===== config.mk =====
export PLATFORM = sky130hd
export DESIGN_NAME = l1_mau_arb
export DESIGN_NICKNAME = d
export VERILOG_FILES = /design/src/rtl/l1_mau_arb.sv
export SDC_FILE = /design/constraint.sdc
export NUM_CORES = 1
export LEC_CHECK = 0
export BUFFER_PORTS_ARGS = -buffer_cell sky130_fd_sc_hd__buf_2
export CORE_AREA = 2 2 220 222
export DETAILED_ROUTE_END_ITERATION = 10
export DIE_AREA = 0 0 222 224
export PLACE_DENSITY_LB_ADDON = 0.05
export SETUP_SLACK_MARGIN = 0.15
export SYNTH_ARGS = -nofsm -noshare
export SYNTH_HDL_FRONTEND = slang
export SYNTH_SLANG_ARGS = --single-unit

===== constraint.sdc =====
create_clock -name clk -period 2 [get_ports clk]
set_clock_uncertainty 0.2 [all_clocks]
set_input_delay 0.2 -clock clk [delete_from_list [all_inputs] [get_ports clk]]
set_output_delay 0.2 -clock clk [all_outputs]
set_load 0.02 [all_outputs]

===== src/rtl/l1_mau_arb.sv =====
// l1_mau_arb: round-robin arbiter that merges L1I and L1D requests onto one
// downstream memory port. Only one transaction is outstanding at a time.
//
// Handshakes: a requester raises *_req_val and holds it, with stable fields,
// until it sees its one-cycle *_req_ack. Downstream, mem_req_val is held with
// stable mem_req_* fields until a cycle with mem_req_rdy=1 (the accept). The
// transaction completes on the first mem_ack_val seen in the accept cycle or in
// any later cycle. Any mem_ack_val seen outside that window is ignored.
module l1_mau_arb #(
    parameter int ADDR_W = 32,
    parameter int DATA_W = 32,
    parameter int BE_W   = 4,
    parameter int LINE_W = 128
) (
    input  logic              clk,
    input  logic              rst_n,
    // L1I port (reads only)
    input  logic              i_req_val,
    input  logic [ADDR_W-1:0] i_req_addr,
    output logic              i_req_ack,
    output logic [LINE_W-1:0] i_ack_data,
    // L1D port
    input  logic              d_req_val,
    input  logic              d_req_nc,
    input  logic              d_req_we,
    input  logic [ADDR_W-1:0] d_req_addr,
    input  logic [DATA_W-1:0] d_req_wdata,
    input  logic [BE_W-1:0]   d_req_be,
    output logic              d_req_ack,
    output logic              d_ack_nc,
    output logic              d_ack_we,
    output logic [LINE_W-1:0] d_ack_data,
    // Downstream memory port
    output logic              mem_req_val,
    input  logic              mem_req_rdy,
    output logic [ADDR_W-1:0] mem_req_addr,
    output logic [DATA_W-1:0] mem_req_wdata,
    output logic [BE_W-1:0]   mem_req_be,
    output logic              mem_req_nc,
    output logic              mem_req_we,
    input  logic              mem_ack_val,
    input  logic [LINE_W-1:0] mem_ack_data,
    // Debug: current FSM state (0 IDLE, 1 ISSUE, 2 WAIT)
    output logic [1:0]        dbg_state
);

    typedef enum logic [1:0] {
        IDLE  = 2'd0,
        ISSUE = 2'd1,
        WAIT  = 2'd2
    } state_t;

    state_t              state_q, state_d;
    logic                prio_d_q, prio_d_d;   // 1: L1D wins a tie
    logic                own_d_q, own_d_d;     // 1: L1D owns the transaction
    logic [ADDR_W-1:0]   addr_q, addr_d;
    logic [DATA_W-1:0]   wdata_q, wdata_d;
    logic [BE_W-1:0]     be_q, be_d;
    logic                nc_q, nc_d;
    logic                we_q, we_d;

    logic                grant_d;
    logic                grant_i;
    logic                ack_fire;

    // Arbitration: a lone requester always wins, a tie goes to the pointer side.
    always_comb begin
        grant_d = d_req_val & (~i_req_val | prio_d_q);
        grant_i = i_req_val & ~grant_d;
    end

    // Completion: downstream ack counts only once the request has been accepted.
    assign ack_fire = mem_ack_val &
                      (((state_q == ISSUE) & mem_req_rdy) | (state_q == WAIT));

    // Next-state logic: grant and latch in IDLE, hold in ISSUE, wait for ack.
    always_comb begin
        state_d  = state_q;
        prio_d_d = prio_d_q;
        own_d_d  = own_d_q;
        addr_d   = addr_q;
        wdata_d  = wdata_q;
        be_d     = be_q;
        nc_d     = nc_q;
        we_d     = we_q;
        case (state_q)
            IDLE: begin
                if (grant_d) begin
                    own_d_d  = 1'b1;
                    addr_d   = d_req_addr;
                    wdata_d  = d_req_wdata;
                    be_d     = d_req_be;
                    nc_d     = d_req_nc;
                    we_d     = d_req_we;
                    prio_d_d = 1'b0;
                    state_d  = ISSUE;
                end else if (grant_i) begin
                    // Instruction fetches are cacheable full-line reads.
                    own_d_d  = 1'b0;
                    addr_d   = i_req_addr;
                    wdata_d  = '0;
                    be_d     = '1;
                    nc_d     = 1'b0;
                    we_d     = 1'b0;
                    prio_d_d = 1'b1;
                    state_d  = ISSUE;
                end
            end
            ISSUE: begin
                if (mem_req_rdy) begin
                    state_d = mem_ack_val ? IDLE : WAIT;
                end
            end
            WAIT: begin
                if (mem_ack_val) begin
                    state_d = IDLE;
                end
            end
            default: state_d = IDLE;
        endcase
    end

    // State and latched-request registers; reset abandons any transaction.
    always_ff @(posedge clk or negedge rst_n) begin
        if (!rst_n) begin
            state_q  <= IDLE;
            prio_d_q <= 1'b1;
            own_d_q  <= 1'b0;
            addr_q   <= '0;
            wdata_q  <= '0;
            be_q     <= '0;
            nc_q     <= 1'b0;
            we_q     <= 1'b0;
        end else begin
            state_q  <= state_d;
            prio_d_q <= prio_d_d;
            own_d_q  <= own_d_d;
            addr_q   <= addr_d;
            wdata_q  <= wdata_d;
            be_q     <= be_d;
            nc_q     <= nc_d;
            we_q     <= we_d;
        end
    end

    // Downstream request straight from the latched fields.
    always_comb begin
        mem_req_val   = (state_q == ISSUE);
        mem_req_addr  = addr_q;
        mem_req_wdata = wdata_q;
        mem_req_be    = be_q;
        mem_req_nc    = nc_q;
        mem_req_we    = we_q;
    end

    // Completion steering: ack and response data go only to the owner.
    always_comb begin
        i_req_ack  = ack_fire & ~own_d_q;
        d_req_ack  = ack_fire & own_d_q;
        i_ack_data = i_req_ack ? mem_ack_data : '0;
        d_ack_data = d_req_ack ? mem_ack_data : '0;
        d_ack_nc   = d_req_ack & nc_q;
        d_ack_we   = d_req_ack & we_q;
        dbg_state  = state_q;
    end

endmodule


==> impl_metrics.env <==
export IMPL_status="complete, but fails checks"
export IMPL_clkSlewWorstSetupHoldPaths_ps=60
export IMPL_i_o_pin_count=569
export IMPL_globalplace_congestion=0.822
export IMPL_core_area_mm2=0.0473
export IMPL_violations="setup timing"
export IMPL_synthesis_area_per_instance_um2=9.39
export IMPL_most_common_layout_cells="316 x buf_2, 234 x buf_6, 106 x dlygate4sd3_1, 85 x and2_4, 80 x and3_4"
export IMPL_layout_nets=1471
export IMPL_final_common_cell="buf_2"
export IMPL_combPwrFrac_pct=68.3
export IMPL_pwr_density_cell_mw_per_mm2=1030
export IMPL_final_fill_count=5072
export IMPL_synth_nets=756
export IMPL_placed_cell_area_mm2=0.00884
export IMPL_std_cell_rows=80
export IMPL_area_delta_synth_final_pct=173
export IMPL_post_route_min_period_ps=2420
export IMPL_maximum_number_of_pins_on_one_net_before_global_route_repair=75
export IMPL_antenna_found_initial=17
export IMPL_tritoncts_clock_tree="built"
export IMPL_hold_viol=0
export IMPL_postRouteAntennaNets=0
export IMPL_setup_crit_start_kind="flop"
export IMPL_max_slew_margin_rel_pct=68.5
export IMPL_clockPowerShare_pct=12.6
export IMPL_wire_length_of_the_first_global_routing_pass_mm=53.2
export IMPL_grt_pass1_vias=7434
export IMPL_leading_post_synthesis_cells_by_cell_area="dfrtp_1 37%, and3_1 17%, and2_1 17%"
export IMPL_cts_sinks=74
export IMPL_globalRouteTotalUtil_pct=14.5
export IMPL_power_share_sequential_pct=19.1
export IMPL_synth_cells=520
export IMPL_synth_top_cell_area_share_pct=37.4
export IMPL_final_min_period_over_clock_period_pct=121
export IMPL_worstPathArrival_ps=2020
export IMPL_cp_slowest_cell="dfrtp_2"
export IMPL_holdWs_ps=106
export IMPL_drt_drc_violations_left=0
export IMPL_cts_root_buf="clkbuf_16"
export IMPL_critical_path_max_stage_delay_ps=430
export IMPL_dp_slack_ps=-60.2
export IMPL_layout_setup_ws_ps=-421
export IMPL_detail_route_first_pass_iterations=4
export IMPL_timing_max_transition_violations_final=0
export IMPL_dp_final_hpwl_mm=28.6
export IMPL_initialDrtViolationCount=267
export IMPL_tritoncts_num_buffers=9
export IMPL_vias=7143
export IMPL_initial_utilization_pct=10.3
export IMPL_maxCapViolations=0
export IMPL_fin_util_pct=28.2
export IMPL_power_ir_vdd_worst_v=0.000637
export IMPL_finalSetupViolations=281
export IMPL_synth_yosys_warnings=0
export IMPL_drive_above_1_share_pct=72.0
export IMPL_postLayoutCellArea_mm2=0.0133
export IMPL_routed_wl_mm=39.3
export IMPL_dieArea_mm2=0.0497
export IMPL_cellLeakagePower_nw=6.69
export IMPL_layout_area_seq_mm2=0.00186
export IMPL_reg2reg_slack_ps=-40
export IMPL_synth_yosys_seq_area_share_pct=37.9
export IMPL_cp_cell_sequence="nand2b_4 > a211oi_4 > buf_4 > buf_12 > clkbuf_16 > and2_4 > buf_6"
export IMPL_htreeDepth=3
export IMPL_critical_path_class="reg -> out"
export IMPL_cp_end_kind="primary output"
export IMPL_least_margin_pin_slew_ps=470
export IMPL_data_required_time_of_the_worst_path_ps=1600
export IMPL_cp_buffers_inverters=4
export IMPL_synth_register_bits=74
export IMPL_yosys_area_top_type="dfrtp_1"
export IMPL_clk_insertion_delay_late_ps=340
export IMPL_multi_input_area_mm2=0.00336
export IMPL_worstHoldPathType="in -> reg"
export IMPL_p_sw_share_pct=42.6
export IMPL_critical_path_peak_fanout=10
export IMPL_die_height_um=224
export IMPL_wl_per_cell_um=21.1
export IMPL_grt_setup_unrepaired="true"
export IMPL_syn_cell_area_mm2=0.00488
export IMPL_netSwitchingPower_mw=5.82
export IMPL_drt_vias_per_instance=3.83
export IMPL_fmaxAchievable_ghz=0.413
export IMPL_yosys_cell_types_count=29
export IMPL_p_int_mw=7.86
export IMPL_cts_max_path_buffers=2
export IMPL_globalRouteOverflowTotal=0
export IMPL_path_delay_family="buffers and inverters"
export IMPL_port_buffers=568
export IMPL_die_x_um=222
-- path summary, 6_finish.rpt --
check                                    from                to  cells after the start
min in group asynchronous               rst_n   mem_req_addr[9]                      2
max in group asynchronous               rst_n  mem_req_addr[24]                      3
worst min-delay path                i_req_val      dbg_state[0]                      3
worst max register to register   dbg_state[1]   mem_req_addr[4]                      7
worst min register to register  mem_req_be[1]     mem_req_be[1]                      1
worst max-delay path             dbg_state[0]    i_ack_data[58]                      7
-- timing repair --
| item | in CTS | in global routing |
|---|---|---|
| pin swaps | 32 | 80 |
| gates resized for setup | 398 | 294 |
| setup buffers | 17 | 10 |
| endpoints found under the hold margin | 100 | 0 |
| cloned | 16 | 11 |
| endpoints found under the setup margin | 276 | 321 |
| hold buffers | 106 | 0 |
-- area by class of cell --
| type | instances | area share, % |
|---|---|---|
| well taps | 615 | 5.77 |
| multi-input cells | 380 | 25.2 |
| inverters | 2 | 0.0563 |
| diodes | 9 | 0.169 |
| repair buffers | 768 | 52.5 |
| flip-flops and latches | 74 | 13.9 |
| clock inverters | 4 | 0.375 |
| clock buffers | 12 | 1.92 |
-- metrics by stage --
step | power (mW) | std cells | TNS [ps]
floorplan | 6.49 | 520 | 0
global placement | 9.49 | 1679 | -312
detailed placement | 9.35 | 1679 | -1150
CTS | 12.9 | 1834 | -96290
global route | 14.5 | 1864 | -119180
finish | 13.7 | 1864 | -92170
-- synthesized netlist by cell type, drive strengths merged --
cell type,number
dfrtp,73
or2,1
a22o,34
inv,2
o22a,4
clkbuf,44
a21o,2
and3,132
nand3b,1
nand2,1
o21ai,2
nand2b,3
nand3,1
and2,129
a211oi,1
dfstp,1
nor2,3
a21oi,2
buf,20
o21a,32
a221o,32
-- routing by layer --
metal | vias to the layer above | part of all wire, % | track usage, %
met4 | 6 | 3.0 | 5.41
met3 | 61 | 6.7 | 4.47
met2 | 321 | 53 | 26.9
li1 | 3328 | - | -
met1 | 3427 | 37 | 15.5
met5 | - | 0.094 | 0
-- power by group through the flow --
stage	clock network (mW)	logic [mW]	registers, mW
3_3_place_gp	0	6.84	2.65
4_1_cts	1.81	8.47	2.62
6_report	1.72	9.34	2.62
3_5_place_dp	0	6.74	2.61
2_1_floorplan	0	3.03	3.46
5_1_grt	1.88	9.91	2.72
-- logic make-up (layout without fill, tap and decap cells) --
group           after synthesis  in the layout  share of synthesized area, %
buf+inv                      66            786                          7.63
flops                        74             74                          37.9
other cells                   0              9                             0
simple gates                271            271                          35.1
compound gates              109            109                          19.3
-- flip-flops by register name, indices dropped and copies added (netlist names) --
name / count
dbg_state: 2
mem_req_addr: 32
mem_req_be: 4
mem_req_nc: 1
mem_req_wdata: 32
mem_req_we: 1
own_d_q: 1
prio_d_q: 1
-- tightest hold or removal path, cell delays in order --
cell and delay (ps):
buf_2 140, o21ai_4 150, o21ai_0 110
Power figures use the tool's default switching activity.
